$ cat src/rtl/piece_writer_pkg.sv
// Shared constants, FSM encoding and block-field helpers for piece_writer.
package piece_writer_pkg;
    localparam int BOARD_W = 10;
    localparam int BOARD_H = 25;
    localparam logic [5:0] EMPTY_CELL = 6'd0;

    typedef enum logic [2:0] {
        IDLE      = 3'd0,
        CHK_ISSUE = 3'd1,
        CHK_DRAIN = 3'd2,
        WRITE     = 3'd3,
        FINISH    = 3'd4
    } state_t;

    function automatic logic [3:0] blk_x_of(input logic [15:0] v, input logic [1:0] i);
        return v[4*int'(i) +: 4];
    endfunction

    function automatic logic [4:0] blk_y_of(input logic [19:0] v, input logic [1:0] i);
        return v[5*int'(i) +: 5];
    endfunction
endpackage

$ cat src/rtl/piece_writer_coord_to_addr.sv
// Board cell coordinate to linear RAM address: addr = y*BOARD_W + x.
module coord_to_addr #(
    parameter int BOARD_W = 10
) (
    input  logic [3:0] x,
    input  logic [4:0] y,
    output logic [7:0] addr
);
    assign addr = 8'(y) * 8'(BOARD_W) + 8'(x);
endmodule

$ cat src/rtl/piece_writer.sv
// Tetromino board-RAM client: collision check (read) and place (write) of four cells.
// PIECE_WRITER_SAFE_PLACE_EN makes place mode run a check first and skip the write on collision.
module piece_writer
    import piece_writer_pkg::*;
#(
    parameter int RD_LAT = 2
) (
    input  logic        clk,
    input  logic        reset,
    input  logic        start,
    input  logic        mode,
    input  logic [15:0] blk_x,
    input  logic [19:0] blk_y,
    input  logic [5:0]  colour,
    input  logic [5:0]  ram_Q,
    output logic [7:0]  ram_addr,
    output logic [5:0]  ram_data,
    output logic        ram_wren,
    output logic        busy,
    output logic        done,
    output logic        collision
);
`ifdef PIECE_WRITER_SAFE_PLACE_EN
    localparam bit SAFE_PLACE = 1'b1;
`else
    localparam bit SAFE_PLACE = 1'b0;
`endif

    state_t            state, state_n;
    logic [3:0]        idx, idx_n;
    logic [15:0]       x_q;
    logic [19:0]       y_q;
    logic [5:0]        colour_q;
    logic              mode_q;
    logic [RD_LAT-1:0] vld;
    logic              coll_n;
    logic              issue;
    logic [3:0]        cur_x;
    logic [4:0]        cur_y;
    logic [7:0]        cur_addr;
    logic              cur_oob;

    assign cur_x   = blk_x_of(x_q, idx[1:0]);
    assign cur_y   = blk_y_of(y_q, idx[1:0]);
    assign cur_oob = (cur_x >= 4'(BOARD_W)) || (cur_y >= 5'(BOARD_H));
    assign issue   = (state == CHK_ISSUE) && !cur_oob;

    coord_to_addr #(.BOARD_W(BOARD_W)) u_coord_to_addr (
        .x    (cur_x),
        .y    (cur_y),
        .addr (cur_addr)
    );

    // RAM port is combinational so the address lands in the same cycle as the state.
    always_comb begin
        ram_addr = '0;
        ram_data = '0;
        ram_wren = 1'b0;
        case (state)
            CHK_ISSUE: ram_addr = cur_oob ? 8'd0 : cur_addr;
            WRITE: begin
                ram_addr = cur_oob ? 8'd0 : cur_addr;
                ram_data = colour_q;
                ram_wren = !cur_oob;
            end
            default: ;
        endcase
    end

    always_comb begin
        state_n = state;
        idx_n   = idx;
        coll_n  = collision;
        // vld only carries in-bounds reads, so OOB return data never reaches here.
        if (vld[RD_LAT-1] && (ram_Q != EMPTY_CELL))
            coll_n = 1'b1;
        case (state)
            IDLE: begin
                if (start) begin
                    coll_n  = 1'b0;
                    idx_n   = '0;
                    state_n = (mode && !SAFE_PLACE) ? WRITE : CHK_ISSUE;
                end
            end
            CHK_ISSUE: begin
                if (cur_oob)
                    coll_n = 1'b1;
                idx_n = idx + 4'd1;
                if (idx[1:0] == 2'd3) begin
                    idx_n   = '0;
                    state_n = CHK_DRAIN;
                end
            end
            CHK_DRAIN: begin
                idx_n = idx + 4'd1;
                if (idx == 4'(RD_LAT - 1)) begin
                    idx_n   = '0;
                    state_n = (SAFE_PLACE && mode_q && !coll_n) ? WRITE : FINISH;
                end
            end
            WRITE: begin
                idx_n = idx + 4'd1;
                if (idx[1:0] == 2'd3) begin
                    idx_n   = '0;
                    state_n = FINISH;
                end
            end
            FINISH:  state_n = IDLE;
            default: state_n = IDLE;
        endcase
    end

    always_ff @(posedge clk or posedge reset) begin
        if (reset) begin
            state     <= IDLE;
            idx       <= '0;
            vld       <= '0;
            busy      <= 1'b0;
            done      <= 1'b0;
            collision <= 1'b0;
            x_q       <= '0;
            y_q       <= '0;
            colour_q  <= '0;
            mode_q    <= 1'b0;
        end else begin
            state     <= state_n;
            idx       <= idx_n;
            vld       <= (vld << 1) | RD_LAT'(issue);
            busy      <= (state_n != IDLE);
            done      <= (state == FINISH);
            collision <= coll_n;
            if ((state == IDLE) && start) begin
                x_q      <= blk_x;
                y_q      <= blk_y;
                colour_q <= colour;
                mode_q   <= mode;
            end
        end
    end
endmodule

$ cat config.mk
export PLATFORM = sky130hd
export DESIGN_NAME = piece_writer
export DESIGN_NICKNAME = d
export VERILOG_FILES = /design/src/rtl/piece_writer_pkg.sv /design/src/rtl/piece_writer_coord_to_addr.sv /design/src/rtl/piece_writer.sv
export SDC_FILE = /design/constraint.sdc
export NUM_CORES = 1
export LEC_CHECK = 0
export BUFFER_PORTS_ARGS = -buffer_cell sky130_fd_sc_hd__buf_2
export CAP_MARGIN = 20
export CORE_MARGIN = 4
export CORE_UTILIZATION = 30
export CTS_BUF_LIST = sky130_fd_sc_hd__clkbuf_8
export CTS_CLUSTER_SIZE = 28
export DETAILED_ROUTE_END_ITERATION = 10
export GPL_TIMING_DRIVEN = 1
export PLACE_DENSITY = 0.57
export SLEW_MARGIN = 5
export SYNTH_ARGS = -nofsm -noshare
export SYNTH_HDL_FRONTEND = slang
export SYNTH_SLANG_ARGS = --single-unit
$ cat constraint.sdc
create_clock -name clk -period 8.75 [get_ports clk]
set_input_delay 0.4375 -clock clk [delete_from_list [all_inputs] [get_ports clk]]
set_output_delay 0.4375 -clock clk [all_outputs]
set_load 0.005 [all_outputs]
==> results of run 1 <==
==> critical path: cells and delay by family, from the launching register on <==
family / cells / cell delay, ns
AO/OA/AOI/OAI: 3 / 0.57
adder cells (fa/ha/maj): 3 / 0.97
buffers and inverters: 2 / 0.20
flip-flops: 1 / 0.74
multiplexers: 1 / 0.75
AND/OR/NAND/NOR: 2 / 0.36
==> synth_stat cells (all sizes together), types with 2 or more instances <==
cell type and n:
a211oi 3, nand2 4, mux4 9, or3 2, mux2 42, nor3 2, xor2 2, dfrtp 54
fa 2, nand3 2, and3 10, o21ai 4, nand2b 2, ha 12, a21boi 2, nor2 7
xnor2 3, nor3b 2, buf 7, clkbuf 3, mux2i 2, inv 8, and2 2, a21oi 4
nor2b 2, a21o 5
==> layer usage <==
metal	track usage [%]	wire length (um)	vias up
met1	16.1	2930	879
met2	15.9	2470	52
met3	3.40	365	7
met5	0	0	-
met4	2.25	48	0
li1	-	-	903
==> flip-flops by register name (all words and copies together) (netlist names) <==
| signal | flops |
|---|---|
| busy | 1 |
| idx | 4 |
| done | 1 |
| vld | 2 |
| collision | 1 |
| colour_q | 6 |
| x_q | 16 |
| y_q | 20 |
| state | 3 |
==> power groups by stage <==
stage | combinational [W] | sequential, W | clock (W)
3_5_place_dp | 0.000976 | 0.000471 | 0
5_1_grt | 0.00109 | 0.000481 | 0.000196
2_1_floorplan | 0.000785 | 0.000419 | 0
6_report | 0.000964 | 0.000462 | 0.000178
3_3_place_gp | 0.000956 | 0.000468 | 0
4_1_cts | 0.000978 | 0.000466 | 0.000185
==> cell type report <==
cell class              instances  area, sq um  share of cell area, %
multi-input cells             137         1390                   41.0
inverters                       8         30.0                  0.885
repair buffers                 71          360                   10.6
clock buffers                   6         82.6                   2.43
flip-flops and latches         54         1350                   39.8
well taps                     111          139                   4.09
clock inverters                 2         38.8                   1.14
==> cell families after synthesis <==
family / count (synthesis) / share of synthesized area [%]
multiplexers: 53 / 25.4
AO/OA/AOI/OAI: 25 / 6.58
adder cells (fa/ha/maj): 14 / 6.72
buffers and inverters: 18 / 3.36
AND/OR/NAND/NOR: 40 / 8.71
flip-flops: 54 / 47.7
XOR/XNOR: 5 / 1.55
==> stage by stage <==
step | power, W | hold WS, ns | instance area, sq um
5_1_grt | 0.00176 | 0.336 | 3390
2_1_floorplan | 0.00120 | 0.331 | 2830
3_5_place_dp | 0.00145 | 0.356 | 3270
6_report | 0.00160 | 0.284 | 3390
3_3_place_gp | 0.00142 | 0.339 | 3270
4_1_cts | 0.00163 | 0.328 | 3390
==> worst max path at each step <==
stage / startpoint / end / slack [ns]
6_report: idx[0] / ram_addr[7] / 4.42
5_1_grt: idx[0] / ram_addr[7] / 4.06
4_1_cts: idx[0] / ram_addr[7] / 4.36
3_3_place_gp: idx[0] / ram_addr[7] / 4.79
2_1_floorplan: idx[0] / ram_addr[7] / 5.33
3_5_place_dp: idx[0] / ram_addr[7] / 4.71
==> metrics.txt, run 1 <==
# TYPE chip_impl_metric gauge
chip_impl_metric{name="timing.critical_path.fanout_max",unit=""} 13
chip_impl_info{name="status",value="completed"} 1
chip_impl_metric{name="ports",unit=""} 70
chip_impl_info{name="clk_root_buffer_cell",value="sky130_fd_sc_hd__clkbuf_8"} 1
chip_impl_info{name="ys_flop_type",value="sky130_fd_sc_hd__dfrtp_1"} 1
chip_impl_metric{name="clkSlewWorstSetupHoldPaths",unit="ns"} 0.10
chip_impl_metric{name="numCtsBuffers",unit=""} 5
chip_impl_metric{name="setup_slack",unit="ns"} 4.42
chip_impl_metric{name="synth_top_area_share",unit="%"} 47.7
chip_impl_metric{name="fillers",unit=""} 900
chip_impl_metric{name="initial_core_util",unit="%"} 30.8
chip_impl_metric{name="p_switching",unit="W"} 0.000634
chip_impl_metric{name="final-hold-violation-count",unit=""} 0
chip_impl_metric{name="die_h",unit="um"} 105
chip_impl_metric{name="grt_first_pass_wirelength",unit="um"} 9890
chip_impl_metric{name="dpl.cell_count",unit=""} 381
chip_impl_metric{name="cp.arrival",unit="ns"} 3.89
chip_impl_metric{name="final_cell_count_no_fill",unit=""} 389
chip_impl_metric{name="placeableCoreArea",unit="sq um"} 9200
chip_impl_metric{name="yosysWarningCount",unit=""} 0
chip_impl_info{name="netlist.top_cell.by_area",value="sky130_fd_sc_hd__dfrtp_1"} 1
chip_impl_metric{name="pwr-share-seq",unit="%"} 28.8
chip_impl_info{name="critical_path_class",value="flop to output pin"} 1
chip_impl_metric{name="rr_worst_depth",unit=""} 5
chip_impl_metric{name="largest_net_degree_at_the_start_of_global_routing",unit=""} 55
chip_impl_metric{name="comb_power_share",unit="%"} 60.1
chip_impl_metric{name="grt_remaining_overflow",unit=""} 0
chip_impl_info{name="worstReg2RegStart",value="idx[0]"} 1
chip_impl_info{name="crit-reg2reg-capture",value="vld[0]"} 1
chip_impl_metric{name="maxClockFrequency",unit="MHz"} 231
chip_impl_metric{name="dpl_worst_slack",unit="ns"} 4.71
chip_impl_metric{name="switching_share",unit="%"} 39.5
chip_impl_metric{name="cp_data_required_time",unit="ns"} 8.31
chip_impl_metric{name="gpl.final_weighted_congestion",unit=""} 0.755
chip_impl_metric{name="layout.core_utilization",unit="%"} 36.9
chip_impl_metric{name="report.final.slew_viol_count",unit=""} 0
chip_impl_metric{name="cts_max_level",unit=""} 2
chip_impl_metric{name="post_cts.repair.setup_buffers",unit=""} 0
chip_impl_metric{name="clock_latency",unit="ns"} 0.31
chip_impl_metric{name="drive_gt1_share",unit="%"} 49.3
chip_impl_metric{name="max_slew_margin",unit="%"} 55.3
chip_impl_info{name="tritoncts",value="done"} 1
chip_impl_metric{name="post-route-min-period",unit="ns"} 4.33
chip_impl_metric{name="tritoncts_num_sinks",unit=""} 54
chip_impl_metric{name="ctsLongestPathBuffers",unit=""} 2
chip_impl_metric{name="synth-seq-area-share",unit="%"} 47.7
chip_impl_info{name="hold_path_class",value="primary input to asynchronous set/reset pin"} 1
chip_impl_metric{name="antennaDiodeCount",unit=""} 0
chip_impl_metric{name="wire_per_inst",unit="um"} 14.9
chip_impl_metric{name="fin_worst_skew",unit="ns"} 0.00398
chip_impl_metric{name="drc",unit=""} 0
chip_impl_metric{name="vias_per_cell",unit=""} 4.73
chip_impl_metric{name="syn_nets",unit=""} 275
chip_impl_metric{name="buffer_ports.inserted",unit=""} 69
chip_impl_info{name="unrepaired_setup_endpoints_after_global_routing",value="no"} 1
chip_impl_info{name="timing.critical_path.from_type",value="flop"} 1
chip_impl_metric{name="area_growth",unit="%"} 19.8
chip_impl_metric{name="vias_in_the_first_global_route",unit=""} 1975
chip_impl_metric{name="fin_nets",unit=""} 343
chip_impl_info{name="timing.critical_path.slowest_stage_cell",value="sky130_fd_sc_hd__mux4_1"} 1
chip_impl_metric{name="antenna_found_initial",unit=""} 0
chip_impl_metric{name="yosys.cell_types.count",unit=""} 45
chip_impl_metric{name="yosys_register_bits",unit=""} 54
chip_impl_metric{name="vdd_ir_drop_max",unit="mV"} 0.187
chip_impl_metric{name="total_wire_length_after_detailed_routing",unit="um"} 5820
chip_impl_metric{name="core.rowCount",unit=""} 35
chip_impl_metric{name="synth.cell_area",unit="sq um"} 2830
chip_impl_metric{name="drtIter0Drc",unit=""} 86
chip_impl_info{name="cp_common_cell",value="sky130_fd_sc_hd__ha_1"} 1
chip_impl_metric{name="rrSetupSlack",unit="ns"} 6.44
chip_impl_metric{name="first_pass_iters",unit=""} 4
chip_impl_info{name="post_synth_main_area_contributors",value="sky130_fd_sc_hd__dfrtp_1, sky130_fd_sc_hd__mux2_2, sky130_fd_sc_hd__mux4_1"} 1
chip_impl_metric{name="grtUsageTotal",unit="%"} 11.0
chip_impl_metric{name="via_count",unit=""} 1841
chip_impl_info{name="setup.worst_path.end_class",value="output pin"} 1
chip_impl_metric{name="detailedPlacementHpwl",unit="um"} 4460
chip_impl_metric{name="period_share",unit="%"} 49.5
chip_impl_metric{name="async_reset_ff_share",unit="%"} 100
chip_impl_metric{name="cpPeakStageDelay",unit="ns"} 0.75
chip_impl_metric{name="cts_resized",unit=""} 0
chip_impl_metric{name="max_cap_violations",unit=""} 0
chip_impl_metric{name="setup-tns-final",unit="ns"} 0
chip_impl_metric{name="transition_at_the_pin_with_the_smallest_max_transition_slack",unit="ns"} 0.671
chip_impl_metric{name="fp.dieArea",unit="sq um"} 11100
chip_impl_metric{name="hold_buffers",unit=""} 0
chip_impl_info{name="cp_cell_sequence",value="mux4_1 -> ha_1 -> ha_1 -> inv_1 -> fa_1 -> nor2b_1 -> o2bb2ai_1 -> o21ai_0 -> a211oi_1 -> nor3_2 -> buf_2"} 1
chip_impl_metric{name="die-width",unit="um"} 105
chip_impl_metric{name="finalSetupViolCount",unit=""} 0
chip_impl_metric{name="p_clk_share",unit="%"} 11.1
chip_impl_metric{name="netlist_instances",unit=""} 209
chip_impl_metric{name="power_density_over_cell_area",unit="nW/um^2"} 473
chip_impl_metric{name="average_size_of_a_mapped_cell",unit="sq um"} 13.5
chip_impl_metric{name="antenna_left",unit=""} 0
chip_impl_metric{name="synth-edff-count",unit=""} 0
chip_impl_metric{name="power_report.internal_total",unit="W"} 0.000970
chip_impl_metric{name="p_leak",unit="nW"} 1.60
chip_impl_info{name="layout_common_cells",value="sky130_fd_sc_hd__buf_2, sky130_fd_sc_hd__dfrtp_1, sky130_fd_sc_hd__mux2_2"} 1
chip_impl_info{name="layout_commonest_cell",value="sky130_fd_sc_hd__buf_2"} 1
(Power assumes the default switching activity.)
==> run 2, diff against run 1 <==
--- a/config.mk
+++ b/config.mk
@@ -13,7 +13,7 @@
 export CTS_CLUSTER_SIZE = 28
 export DETAILED_ROUTE_END_ITERATION = 10
 export GPL_TIMING_DRIVEN = 1
-export PLACE_DENSITY = 0.57
+export PLACE_DENSITY = 0.59
 export SLEW_MARGIN = 5
 export SYNTH_ARGS = -nofsm -noshare
 export SYNTH_HDL_FRONTEND = slang
==> constraint.sdc (replaced) <==
create_clock -name clk -period 3.9 [get_ports clk]
set_input_delay 0.195 -clock clk [delete_from_list [all_inputs] [get_ports clk]]
set_output_delay 0.195 -clock clk [all_outputs]
set_load 0.005 [all_outputs]
==> run 2 against run 1 <==
Net effect: die area did not move; highest routed layer unchanged; global-route usage is 0.18 points higher; sequential cell count stayed put; clock skew grew 0.0083 ns; wire length rose by 3.2%; non-clock buffer count increased by 4; worst setup slack worse by 4.1 ns; largest power group unchanged; total power increased by 130%; register-to-register slack worse by 4.5 ns; count of clock-buffer cells in the layout stayed put; first-iteration DRC count decreased by 29%; final area up 1.5%.
==> metrics.txt, run 2 (synthesized netlist as in run 1, its figures left out) <==
# TYPE chip_impl_metric gauge
chip_impl_info{name="status",value="completed"} 1
chip_impl_metric{name="antennaDiodeCount",unit=""} 0
chip_impl_metric{name="gpl.final_weighted_congestion",unit=""} 0.756
chip_impl_metric{name="antenna_left",unit=""} 0
chip_impl_metric{name="grt_remaining_overflow",unit=""} 0
chip_impl_info{name="clk_root_buffer_cell",value="sky130_fd_sc_hd__clkbuf_8"} 1
chip_impl_metric{name="transition_at_the_pin_with_the_smallest_max_transition_slack",unit="ns"} 0.705
chip_impl_metric{name="clock_latency",unit="ns"} 0.30
chip_impl_info{name="largest_register",value="y_q"} 1
chip_impl_metric{name="cp_data_required_time",unit="ns"} 3.70
chip_impl_metric{name="maxClockFrequency",unit="MHz"} 276
chip_impl_info{name="setup.worst_path.end_class",value="output pin"} 1
chip_impl_metric{name="detailedPlacementHpwl",unit="um"} 4660
chip_impl_metric{name="period_share",unit="%"} 93.0
chip_impl_metric{name="power_density_over_cell_area",unit="nW/um^2"} 1070
chip_impl_metric{name="largest_net_degree_at_the_start_of_global_routing",unit=""} 32
chip_impl_metric{name="fillers",unit=""} 914
chip_impl_metric{name="placeableCoreArea",unit="sq um"} 9200
chip_impl_info{name="timing.critical_path.max_delay_family",value="adder cells"} 1
chip_impl_metric{name="timing.critical_path.fanout_max",unit=""} 6
chip_impl_metric{name="total_wire_length_after_detailed_routing",unit="um"} 6000
chip_impl_metric{name="area_growth",unit="%"} 21.7
chip_impl_metric{name="rr_worst_depth",unit=""} 6
chip_impl_metric{name="vias_per_cell",unit=""} 4.77
chip_impl_info{name="cp_common_cell",value="sky130_fd_sc_hd__ha_1"} 1
chip_impl_metric{name="core.rowCount",unit=""} 35
chip_impl_metric{name="worst-path-stages",unit=""} 11
chip_impl_metric{name="cp.arrival",unit="ns"} 3.43
chip_impl_metric{name="report.final.slew_viol_count",unit=""} 0
chip_impl_metric{name="cpPeakStageDelay",unit="ns"} 0.65
chip_impl_metric{name="tritoncts_num_sinks",unit=""} 54
chip_impl_metric{name="vdd_ir_drop_max",unit="mV"} 0.471
chip_impl_metric{name="cts_max_level",unit=""} 2
chip_impl_info{name="layout_commonest_cell",value="sky130_fd_sc_hd__buf_2"} 1
chip_impl_metric{name="post-route-min-period",unit="ns"} 3.63
chip_impl_metric{name="die-width",unit="um"} 105
chip_impl_info{name="unrepaired_setup_endpoints_after_global_routing",value="no"} 1
chip_impl_metric{name="worstPathBufferInverterCount",unit=""} 2
chip_impl_metric{name="vias_in_the_first_global_route",unit=""} 1946
chip_impl_metric{name="ports",unit=""} 70
chip_impl_metric{name="ctsLongestPathBuffers",unit=""} 2
chip_impl_metric{name="clkSlewWorstSetupHoldPaths",unit="ns"} 0.10
chip_impl_info{name="hold_path_class",value="primary input to flop"} 1
chip_impl_metric{name="fin_worst_skew",unit="ns"} 0.0123
chip_impl_metric{name="worstHoldPathCells",unit=""} 2
chip_impl_metric{name="post_cts.repair.setup_buffers",unit=""} 0
chip_impl_metric{name="rrSetupSlack",unit="ns"} 1.90
chip_impl_metric{name="die_h",unit="um"} 105
chip_impl_metric{name="final-hold-violation-count",unit=""} 0
chip_impl_info{name="reg.largest.list",value="y_q: 20 flops, x_q: 16 flops, colour_q: 6 flops"} 1
chip_impl_metric{name="via_count",unit=""} 1873
chip_impl_metric{name="buffer_ports.inserted",unit=""} 69
chip_impl_info{name="cp_cell_sequence",value="mux4_1 -> ha_1 -> ha_1 -> inv_1 -> fa_1 -> nor2b_2 -> o2bb2ai_1 -> o21ai_0 -> a211oi_1 -> nor3_2 -> buf_2"} 1
chip_impl_metric{name="finalSetupViolCount",unit=""} 0
chip_impl_metric{name="fin_nets",unit=""} 347
chip_impl_metric{name="max_slew_margin",unit="%"} 52.9
chip_impl_metric{name="p_leak",unit="nW"} 1.62
chip_impl_metric{name="fp.dieArea",unit="sq um"} 11100
chip_impl_metric{name="grtUsageTotal",unit="%"} 11.2
chip_impl_info{name="timing.critical_path.slowest_stage_cell",value="sky130_fd_sc_hd__mux4_1"} 1
chip_impl_metric{name="wire_per_inst",unit="um"} 15.3
chip_impl_info{name="layout_common_cells",value="sky130_fd_sc_hd__buf_2, sky130_fd_sc_hd__dfrtp_1, sky130_fd_sc_hd__mux2_2"} 1
chip_impl_metric{name="numCtsBuffers",unit=""} 5
chip_impl_metric{name="drc",unit=""} 0
chip_impl_metric{name="first_pass_iters",unit=""} 4
chip_impl_metric{name="max_cap_violations",unit=""} 0
chip_impl_info{name="tritoncts",value="done"} 1
chip_impl_metric{name="setup-tns-final",unit="ns"} 0
chip_impl_metric{name="initial_core_util",unit="%"} 30.8
chip_impl_metric{name="drive_gt1_share",unit="%"} 50.7
chip_impl_metric{name="layout.core_utilization",unit="%"} 37.5
chip_impl_metric{name="post-layout-total-power",unit="W"} 0.00368
chip_impl_info{name="timing.critical_path.from_type",value="flop"} 1
chip_impl_metric{name="grt_first_pass_wirelength",unit="um"} 10000
chip_impl_metric{name="largest_register_ffs",unit=""} 20
chip_impl_metric{name="drtIter0Drc",unit=""} 61
chip_impl_info{name="critical_path_class",value="flop to output pin"} 1
chip_impl_metric{name="antenna_found_initial",unit=""} 0
-- run 2: final timing paths --
check | startpoint | end
worst max-delay path | idx[0] | ram_addr[7]
worst max register to register | idx[0] | vld[0]
worst min-delay path | blk_x[1] | x_q[1]
worst min register to register | vld[0] | vld[1]
min in group asynchronous | reset | x_q[9]
max in group asynchronous | reset | idx[0]
-- run 2: final cells by class --
cell class / count / area (sq um) / area share [%]
clock inverters: 2 / 38.8 / 1.13
repair buffers: 75 / 413 / 12.0
well taps: 111 / 139 / 4.03
flip-flops and latches: 54 / 1350 / 39.3
multi-input cells: 137 / 1390 / 40.3
inverters: 8 / 30.0 / 0.871
clock buffers: 6 / 82.6 / 2.40
-- run 2: worst register-to-register path: cells and delay by family, from the launching register on --
kind / cells / cell delay [ns]
buf+inv: 1 / 0.21
mux: 1 / 0.67
simple gates: 3 / 0.40
compound gates: 1 / 0.20
flops: 1 / 0.47
-- run 2: metal layers --
| metal | vias to the layer above | global-route usage, % | share of wire (%) |
|---|---|---|---|
| met4 | 0 | 2.34 | 0.58 |
| li1 | 913 | - | - |
| met2 | 54 | 16.5 | 44 |
| met3 | 4 | 3.15 | 5.4 |
| met1 | 902 | 16.2 | 50 |
| met5 | - | 0 | 0 |
-- run 2: power breakdown --
| group | total, W | leakage, nW | internal, W | switching [W] |
|---|---|---|---|---|
| sequential | 0.00102 | 0.646 | 0.000835 | 0.000186 |
| clock | 0.000397 | 0.0618 | 0.000211 | 0.000186 |
| combinational | 0.00227 | 0.915 | 0.00117 | 0.00110 |
-- run 2: through the flow --
step           std cells  worst slack [ns]  hold WS (ns)  area (sq um)
3_3_place_gp         383             0.451         0.346          3290
4_1_cts              393           0.00256         0.101          3450
3_5_place_dp         384             0.352         0.347          3310
6_report             393             0.274         0.110          3450
5_1_grt              393           0.00370        0.0971          3450
2_1_floorplan        209             0.719         0.331          2830
-- run 2: timing repair --
action	CTS	global route
hold buffers	1	0
gates resized for setup	0	3
hold endpoints to repair	8	0
endpoints found under the setup margin	0	1
